### src/rtl/conv10_pkg.sv
// Shared types and frame constants for the conv10 output-buffer stage.
//   data_t      : signed buffer word / channel average
//   gap_state_e : state encoding of the global-average-pooling reader
//   CONV10_*    : default frame geometry (46 channels x 16 pixels)
package conv10_pkg;

    localparam int unsigned CONV10_WIDTH    = 16;
    localparam int unsigned CONV10_ADDR     = 10;
    localparam int unsigned CONV10_CH       = 46;
    localparam int unsigned CONV10_PIX      = 16;
    localparam int unsigned CONV10_PIX_LOG2 = 4;

    typedef logic signed [CONV10_WIDTH-1:0] data_t;

    typedef enum logic [2:0] {
        IDLE = 3'd0,
        READ = 3'd1,
        LAST = 3'd2,
        OUT  = 3'd3,
        DONE = 3'd4
    } gap_state_e;

endpackage

### src/rtl/gap_accum.sv
// Signed per-channel accumulator with final averaging shift.
//   clk, rst : clock and synchronous active-high reset
//   clr_i    : clear the running sum (start of a channel)
//   add_i    : add din_i (sign-extended) to the running sum
//   fin_i    : register (sum + din_i) >>> SHIFT as the channel average
//   din_i    : buffer word
//   avg_o    : registered channel average, held until the next fin_i
module gap_accum
    import conv10_pkg::*;
#(
    parameter int unsigned WIDTH = CONV10_WIDTH,
    parameter int unsigned SHIFT = CONV10_PIX_LOG2
) (
    input  logic             clk,
    input  logic             rst,
    input  logic             clr_i,
    input  logic             add_i,
    input  logic             fin_i,
    input  logic [WIDTH-1:0] din_i,
    output logic [WIDTH-1:0] avg_o
);

    // SHIFT guard bits hold 2**SHIFT full-scale words without overflow.
    localparam int unsigned AccW = WIDTH + SHIFT;

    logic signed [AccW-1:0] acc_q, acc_d;
    logic signed [AccW-1:0] sum;
    logic        [WIDTH-1:0] avg_q, avg_d;

    always_comb begin
        sum = acc_q + AccW'($signed(din_i));
    end

    always_comb begin
        acc_d = acc_q;
        avg_d = avg_q;
        if (clr_i) begin
            acc_d = '0;
        end else if (add_i) begin
            acc_d = sum;
        end
        // Taking the upper WIDTH bits of the signed sum is the arithmetic
        // shift; it floors toward -inf and always fits in WIDTH.
        if (fin_i) begin
            avg_d = sum[AccW-1:SHIFT];
        end
    end

    always_ff @(posedge clk) begin
        if (rst) begin
            acc_q <= '0;
            avg_q <= '0;
        end else begin
            acc_q <= acc_d;
            avg_q <= avg_d;
        end
    end

    assign avg_o = avg_q;

endmodule

### src/rtl/conv10_gap_reader.sv
// Global-average-pooling reader for the conv10 output buffer.
// Walks the buffer channel by channel (address = ch*PIX + pix), sums PIX
// signed words per channel and streams one average per channel.
//   clk, rst   : clock and synchronous active-high reset
//   start      : one-cycle frame start, honoured only when idle
//   buf_addr   : buffer read address (held when buf_rd_en is low)
//   buf_rd_en  : buffer read enable, data returns one cycle later
//   buf_dout   : buffer read data
//   out_data   : signed channel average
//   out_valid  : out_data valid, held until out_ready
//   out_ready  : downstream accept
//   busy       : high whenever not idle
//   done       : one-cycle pulse after the last channel is accepted
module conv10_gap_reader
    import conv10_pkg::*;
#(
    parameter int unsigned WIDTH    = CONV10_WIDTH,
    parameter int unsigned ADDR     = CONV10_ADDR,
    parameter int unsigned CH       = CONV10_CH,
    parameter int unsigned PIX      = CONV10_PIX,
    parameter int unsigned PIX_LOG2 = CONV10_PIX_LOG2
) (
    input  logic             clk,
    input  logic             rst,
    input  logic             start,
    output logic [ADDR-1:0]  buf_addr,
    output logic             buf_rd_en,
    input  logic [WIDTH-1:0] buf_dout,
    output logic [WIDTH-1:0] out_data,
    output logic             out_valid,
    input  logic             out_ready,
    output logic             busy,
    output logic             done
);

    localparam logic [2:0] StIdle = 3'(IDLE);
    localparam logic [2:0] StRead = 3'(READ);
    localparam logic [2:0] StLast = 3'(LAST);
    localparam logic [2:0] StOut  = 3'(OUT);
    localparam logic [2:0] StDone = 3'(DONE);

    localparam int unsigned ChW  = (CH > 1) ? $clog2(CH) : 1;
    localparam int unsigned PixW = (PIX_LOG2 > 0) ? PIX_LOG2 : 1;

    localparam logic [ChW-1:0]  ChLast  = ChW'(CH - 1);
    localparam logic [PixW-1:0] PixLast = PixW'(PIX - 1);

    logic [2:0]      state_q, state_d;
    logic [ChW-1:0]  ch_q, ch_d;
    logic [PixW-1:0] pix_q, pix_d;
    logic [ADDR-1:0] addr_q, addr_d;
    logic            rd_dly_q, rd_dly_d;

    logic acc_clr;
    logic acc_fin;

    always_comb begin
        state_d = state_q;
        ch_d    = ch_q;
        pix_d   = pix_q;
        addr_d  = addr_q;
        acc_clr = 1'b0;
        acc_fin = 1'b0;

        unique case (state_q)
            StIdle: begin
                if (start) begin
                    state_d = StRead;
                    ch_d    = '0;
                    pix_d   = '0;
                    addr_d  = '0;
                    acc_clr = 1'b1;
                end
            end
            StRead: begin
                pix_d = pix_q + PixW'(1);
                // Keep the final address of the channel on the bus while idle
                // on the buffer side; the next channel bumps it on accept.
                if (pix_q == PixLast) begin
                    state_d = StLast;
                end else begin
                    addr_d = addr_q + ADDR'(1);
                end
            end
            StLast: begin
                acc_fin = 1'b1;
                state_d = StOut;
            end
            StOut: begin
                if (out_ready) begin
                    acc_clr = 1'b1;
                    if (ch_q == ChLast) begin
                        state_d = StDone;
                    end else begin
                        state_d = StRead;
                        ch_d    = ch_q + ChW'(1);
                        pix_d   = '0;
                        addr_d  = addr_q + ADDR'(1);
                    end
                end
            end
            StDone: begin
                state_d = StIdle;
            end
            default: begin
                state_d = StIdle;
            end
        endcase
    end

    // Buffer data lags the read enable by one cycle.
    always_comb begin
        rd_dly_d = (state_q == StRead);
    end

    always_ff @(posedge clk) begin
        if (rst) begin
            state_q  <= StIdle;
            ch_q     <= '0;
            pix_q    <= '0;
            addr_q   <= '0;
            rd_dly_q <= 1'b0;
        end else begin
            state_q  <= state_d;
            ch_q     <= ch_d;
            pix_q    <= pix_d;
            addr_q   <= addr_d;
            rd_dly_q <= rd_dly_d;
        end
    end

    gap_accum #(
        .WIDTH (WIDTH),
        .SHIFT (PIX_LOG2)
    ) u_gap_accum (
        .clk   (clk),
        .rst   (rst),
        .clr_i (acc_clr),
        .add_i (rd_dly_q),
        .fin_i (acc_fin),
        .din_i (buf_dout),
        .avg_o (out_data)
    );

    assign buf_addr  = addr_q;
    assign buf_rd_en = (state_q == StRead);
    assign out_valid = (state_q == StOut);
    assign busy      = (state_q != StIdle);
    assign done      = (state_q == StDone);

endmodule

### config.mk
export PLATFORM = sky130hd
export DESIGN_NAME = conv10_gap_reader
export DESIGN_NICKNAME = d
export VERILOG_FILES = /design/src/rtl/conv10_pkg.sv /design/src/rtl/gap_accum.sv /design/src/rtl/conv10_gap_reader.sv
export SDC_FILE = /design/constraint.sdc
export NUM_CORES = 1
export LEC_CHECK = 0
export CAP_MARGIN = 10
export CORE_UTILIZATION = 49
export DETAILED_ROUTE_END_ITERATION = 7
export PLACE_DENSITY_LB_ADDON = 0.2
export RECOVER_POWER = 100
export SLEW_MARGIN = 40
export SYNTH_ARGS = -nofsm -noshare
export SYNTH_HDL_FRONTEND = slang
export SYNTH_SLANG_ARGS = --single-unit
### constraint.sdc
create_clock -name clk -period 2.9 [get_ports clk]
set_input_delay 0.58 -clock clk [delete_from_list [all_inputs] [get_ports clk]]
set_output_delay 0.58 -clock clk [all_outputs]
set_load 0.03 [all_outputs]
### Word-level counts from Yosys, hierarchy flattened

Cells that the tools add are included.

| storage, ports and cells | value |
|---|---|
| bits in registers | 60 |
| output and inout bits | 30 |

| operators by class | value |
|---|---|
| reduce and logical (&&, ||, !) cells | 9 |
| add/subtract/negate cells | 4 |
| eq/ne operators | 11 |
| mux-type cells | 22 |

Operator list:

| operator | count |
|---|---|
| $mux 10 | 4 |
| $pmux 10 s3 | 1 |
| $add 20x16->20 | 1 |
| $mux 6 | 3 |
| $mux 3 | 4 |
| $mux 4 | 3 |
| $pmux 3 s4 | 1 |
| $pmux 4 s3 | 1 |
| $pmux 6 s2 | 1 |
| $add 10x1->10 const B | 1 |
| $reduce_and 4->1 | 2 |
| $add 6x1->6 const B | 1 |
| $eq 3x2->1 const B | 2 |
| $eq 6x6->1 const B | 1 |
| $ne 2x2->1 const B | 3 |
| $reduce_bool 3->1 | 2 |
| $reduce_and 5->1 | 1 |
| $add 4x1->4 const B | 1 |
| $eq 4x4->1 const B | 1 |
| $ne 2x1->1 const B | 2 |
| $eq 3x1->1 const B | 1 |
| $eq 3x3->1 const B | 1 |
| $logic_not 3->1 | 1 |
| $mux 1 | 3 |
| 4 further kinds | 4 |

### Longest topological paths before layout

| logic depth | value |
|---|---|
| depth in word-level cells | 4 |
| mapped depth | 9 |
| gate-level depth less buffers | 9 |

### By module

From an unflattened synthesis, not the netlist that was laid out.

| second synthesis, totals | value |
|---|---|
| cell total of the unflattened synthesis | 430 |
| area, all modules | 3672.3 µm² |

By module, submodules not included:

| module | cells each | times used | area an instance (µm²) | sequential area each (µm²) |
|---|---|---|---|---|
| gap_accum | 273 | 1 | 2354.8 | 720.7 |
| conv10_gap_reader | 157 | 1 | 1317.5 | 480.5 |

### Worst setup path after synthesis

OpenSTA, ideal clock, no wires.

| timing path | value |
|---|---|
| path kind | input -> register |
| from | input buf_dout[3] |
| to | register u_gap_accum.avg_q[15], in the netlist u_gap_accum.avg_o[15] |
| setup slack | 0.371 ns |
| buffers on the path | 0 |
| arrival time | 2.455 ns |
| setup time | 0.074 ns |
| cell stages on the path | 8 |
| path through | ha_1 a21o_1 a21oi_2 a21oi_2 a211o_1 and4_4 or4_1 a31oi_1 |

| on the way | value |
|---|---|
| longest elaborated chain between the ends | 1 |

RTL lines:

| what | line | RTL |
|---|---|---|
| start, declared | conv10_gap_reader.sv:28 | `input logic [WIDTH-1:0] buf_dout,` |
| $add 20x16->20 | gap_accum.sv:31 | `sum = acc_q + AccW'($signed(din_i));` |
| end signal, assigned | gap_accum.sv:55 | `avg_q <= avg_d;` |
| end, declared | gap_accum.sv:28 | `logic [WIDTH-1:0] avg_q, avg_d;` |

No other way between the ends.
A chain may end at the register's enable or synchronous reset.

### Worst setup path after layout

| timing path | value |
|---|---|
| from | input buf_dout[0] |
| to | register u_gap_accum.avg_q[14], in the netlist u_gap_accum.avg_o[14] |

The elaborated chain is that of the path after synthesis.

==> qor_table.md <==
| Stage | Quantity | Reported |
| --- | --- | --- |
| critical path | RR Endpoint | buf_addr[8] |
| sta | Number of hold violations in the final report | 0 |
| critical path | Maximum fanout along the worst path | 4 |
| finish | Commonest cells after routing, fill and taps aside | 59 x sky130_fd_sc_hd__dfxtp_1, 56 x sky130_fd_sc_hd__nand2_1, 45 x sky130_fd_sc_hd__nor2_1, 31 x sky130_fd_sc_hd__dlygate4sd3_1 |
| clocking | Clock tree from TritonCTS | built |
| floorplanning | Starting utilization of the core area | 51.0% |
| clocking | Sinks on the clock net | 60 |
| job | Max-cap violations | 0 |
| yosys | Number of synthesized flops with an enable pin | 0 |
| yosys | Ys Warns | 0 |
| floorplanning | Die X-Extent | 86.1 um |
| placed design | Final HPWL from detailed placement | 6330 um |
| grt | Largest net degree at the start of global routing | 23 |
| clocking | Num CTS Buffers | 9 |
| yosys | Yosys reg bits | 60 |
| route | Starting DRT DRC Count | 142 |
| yosys | Mean Syn Cell Area | 8.17 um2 |
| clocking | Setup Buffers After CTS | 0 |
| finish | Layout Area Growth over Synthesis | 30.0% |
| clocking | Clock tree root driver cell | sky130_fd_sc_hd__clkbuf_8 |
| clocking | CTS H-tree lvls | 3 |
| critical path | Cell occurring most often along the worst timing path | sky130_fd_sc_hd__buf_4 |
| sta | Unrepaired setup endpoints after global routing | no |
| grt | Number of global-route vias before repair | 3251 |
| pwr | Static Leak | 1.90 nW |
| pwr | Total power divided by cell area | 488 nW/um2 |
| critical path | Data required time of the worst path | 3.09 ns |
| critical path | Worst R2R Setup Slack | 0.20 ns |
| critical path | Cell class contributing the biggest share of worst-path delay | compound AO/OA/AOI/OAI gates |
| placed design | Placer Congestion | 0.904 |
| grt | First-pass GRT wire length | 14600 um |
| sta | Rel. slew slack | 34.8% |
| route | Total number of vias | 3444 |
| yosys | Count of mapped cells out of synthesis | 424 |
| placed design | Count of input and output buffers | 49 |
| floorplanning | Number of placement rows | 30 |
| critical path | Data arrival time at the worst-slack endpoint | 2.92 ns |
| floorplanning | Die area | 7410 um2 |
| critical path | Length in cells of the worst reg-to-reg path | 7 |
| hold path | Kind of path behind the tightest hold check | flip-flop to flip-flop |
| finish | Fraction of layout cells with a size suffix above 1 | 10.7% |
| grt | Antenna violations before repair | 0 |
| sta | Maximum clock skew at final layout | 0.0104 ns |
| yosys | Most frequently used flop master after synthesis | sky130_fd_sc_hd__dfxtp_1 |
| route | Final Routed Wirelength | 8820 um |
| sta | Final critical-path share of the clock period | 94.2% |
| hold path | Critical hold path startpoint | u_gap_accum.avg_o[3] |
| status | Result of the run | finished clean |
| clocking | Hold buffer count at cts | 0 |
| critical path | CP max stage delay | 0.46 ns |
| sta | Endpoints failing setup | 0 |
| sta | Hold slack | 0.461 ns |
| finish | Final antenna diode count | 0 |
| grt | Global route total overflow | 0 |
| finish | FILL cells | 585 |
| finish | Area occupied by multi-input gates | 2140 um2 |
| clocking | Post_cts resized | 0 |
| grt | Global routing usage summed across all routing layers | 25.1% |
| floorplanning | Die outline height | 86.1 um |
| yosys | Portion of the post-synthesis area used by sequential elements | 34.7% |
| finish | Most common cell after layout, fill and taps aside | sky130_fd_sc_hd__dfxtp_1 |
| clocking | Clk Latency, worst-skew pair | 0.35 ns |
| sta | Number of pins with negative max-slew slack in the final report | 0 |
| floorplanning | Total core area | 6790 um2 |
| sta | Highest achievable clock rate | 366 MHz |
| clocking | Bufs on Longest Clock Path | 2 |
| hold path | Hold endpoint | u_gap_accum.avg_o[3] |
| hold path | Min-Delay Path Depth | 2 |
| yosys | Share of synthesized flip-flops with an asynchronous set or reset | 0% |
| floorplanning | Boundary Pins | 50 |
| yosys | Post-synthesis instance area | 3460 um2 |
| critical path | Critical Path End Type | flip-flop |
| pwr | IR Drop Worst-Case VDD | 0.000244 V |
| yosys | Synth cell types | 52 |
| route | WL/cell | 14.6 um |
| route | DR DRC count | 0 |
| route | Number of iterations in the first detailed-routing pass | 4 |
| finish | Final core utilization | 66.2% |
| critical path | Reg2Reg Launch Point | state_q[1] |
| finish | Area used by sequential logic in the layout | 1200 um2 |
| sta | Transition time at the pin with the least slew margin | 0.978 ns |
| clocking | Clock slew seen by the registers of the worst setup and hold paths | 0.07 ns |
| route | Antenna viol nets, final | 0 |
| critical path | CP Cell Sequence | clkdlybuf4s50_1 -> ha_1 -> fa_1 -> a211oi_1 -> o31ai_1 -> a21oi_1 -> buf_4 -> o41ai_1 -> buf_4 -> o311ai_0 |
| finish | Nets@finish | 546 |
| critical path | Category of the most critical setup path | input port to flip-flop |
| yosys | Post-Syn Nets | 468 |
| route | Number of vias per cell | 5.71 |
| sta | Post-layout min period | 2.73 ns |
| critical path | Category of the worst setup path launch point | input port |
| critical path | Slowest cell on crit path | sky130_fd_sc_hd__clkdlybuf4s50_1 |
| critical path | Total buffers and inverters traversed by the critical path | 3 |
[worst reg2reg max path, stage by stage, from the launching register on]
cell and delay, ns:
sky130_fd_sc_hd__dfxtp_1 0.60, sky130_fd_sc_hd__clkbuf_1 0.36, sky130_fd_sc_hd__nor3_1 0.12, sky130_fd_sc_hd__a2111oi_0 0.58
sky130_fd_sc_hd__clkbuf_1 0.33, sky130_fd_sc_hd__nand3_1 0.14, sky130_fd_sc_hd__or3_1 0.36, sky130_fd_sc_hd__a21oi_1 0.15
[state kept, by name, summed over array words and instances, names as in the netlist]
signal / cells
u_gap_accum.acc_q: 20
u_gap_accum.avg_o: 16
buf_addr: 10
ch_q: 6
pix_q: 4
state_q: 3
rd_dly_q: 1
[synthesized netlist by cell type (2+ instances only)]
library cell	n	share of area [%]
sky130_fd_sc_hd__o21bai_1	2	0.43
sky130_fd_sc_hd__o22ai_1	4	0.72
sky130_fd_sc_hd__a21o_1	10	2.2
sky130_fd_sc_hd__a22oi_1	2	0.43
sky130_fd_sc_hd__clkbuf_1	17	1.8
sky130_fd_sc_hd__o211ai_1	5	1.1
sky130_fd_sc_hd__nor2_1	45	4.9
sky130_fd_sc_hd__a21oi_2	2	0.51
sky130_fd_sc_hd__dfxtp_1	60	35
sky130_fd_sc_hd__nand2b_1	2	0.36
sky130_fd_sc_hd__nor4_1	2	0.36
sky130_fd_sc_hd__o311ai_0	2	0.51
sky130_fd_sc_hd__o31ai_1	6	1.3
sky130_fd_sc_hd__a32oi_1	4	1.0
sky130_fd_sc_hd__ha_1	23	8.3
sky130_fd_sc_hd__xnor2_1	7	1.8
sky130_fd_sc_hd__xor2_1	14	3.5
sky130_fd_sc_hd__o21ai_0	14	2.0
sky130_fd_sc_hd__nor3_1	13	1.9
sky130_fd_sc_hd__buf_1	2	0.22
sky130_fd_sc_hd__and2_1	3	0.54
sky130_fd_sc_hd__and3_1	3	0.54
sky130_fd_sc_hd__a31oi_1	2	0.36
sky130_fd_sc_hd__o21a_1	3	0.65
sky130_fd_sc_hd__a21oi_1	29	4.2
sky130_fd_sc_hd__nand3_1	22	3.2
sky130_fd_sc_hd__nand4_1	14	2.5
sky130_fd_sc_hd__nand2_1	56	6.1
sky130_fd_sc_hd__inv_1	7	0.76
sky130_fd_sc_hd__or3_1	6	1.1
sky130_fd_sc_hd__a211oi_1	8	1.7
sky130_fd_sc_hd__a211o_1	4	1.0
sky130_fd_sc_hd__mux2i_1	12	3.5
[how the worst max path moves through the flow]
stage / from / slack (ns) / to / depth (start not counted)
after CTS: state_q[0] / 0.08 / buf_rd_en / 3
after global placement: buf_dout[0] / -0.17 / u_gap_accum.avg_o[14] / 10
after floorplan: buf_dout[3] / 0.37 / u_gap_accum.avg_o[15] / 8
after global routing: buf_dout[0] / 0.008 / u_gap_accum.avg_o[8] / 9
final: buf_dout[0] / 0.17 / u_gap_accum.avg_o[14] / 10
after detailed placement: buf_dout[0] / -0.18 / u_gap_accum.avg_o[14] / 10
[power breakdown]
part,internal (mW),total (mW),leakage [nW],switching (mW)
Clock,0.656,1.02,0.133,0.360
Combinational,0.140,0.321,1.29,0.181
Sequential,0.841,0.856,0.485,0.0157
[per-stage QoR]
step	setup WS, ns	TNS [ns]	area (um2)	power (mW)	cells
after floorplan	0.371	0	3460	1.07	424
after CTS	0.0756	0	4540	2.21	603
after global placement	-0.173	-0.523	4280	1.19	587
after global routing	0.00844	0	4500	2.27	603
after detailed placement	-0.178	-0.927	4280	1.20	587
final	0.169	0	4500	2.19	603
[logic make-up after synthesis]
family	after synthesis	synth area share (%)
simple gates	172	22.7
compound gates	108	21.8
flops	60	34.7
buf+inv	26	2.82
fa+ha+maj	24	8.89
xor+xnor	21	5.31
mux	13	3.79
[final cells by class]
| type | instances | area share [%] |
|---|---|---|
| clock buffer | 9 | 2.75 |
| clock inverter | 7 | 3.09 |
| inverter | 7 | 0.584 |
| multi-input combinational | 338 | 47.6 |
| sequential | 60 | 26.7 |
| tap | 96 | 2.67 |
| timing repair buffer | 86 | 16.6 |
[layer usage]
metal	vias to the layer above	wire length [um]	GRT usage (%)
li1	1718	-	-
met1	1592	3990	31.4
met2	113	4110	40.9
met3	21	502	6.26
met4	0	224	10.9
met5	-	0	0
(Power assumes the default switching activity.)
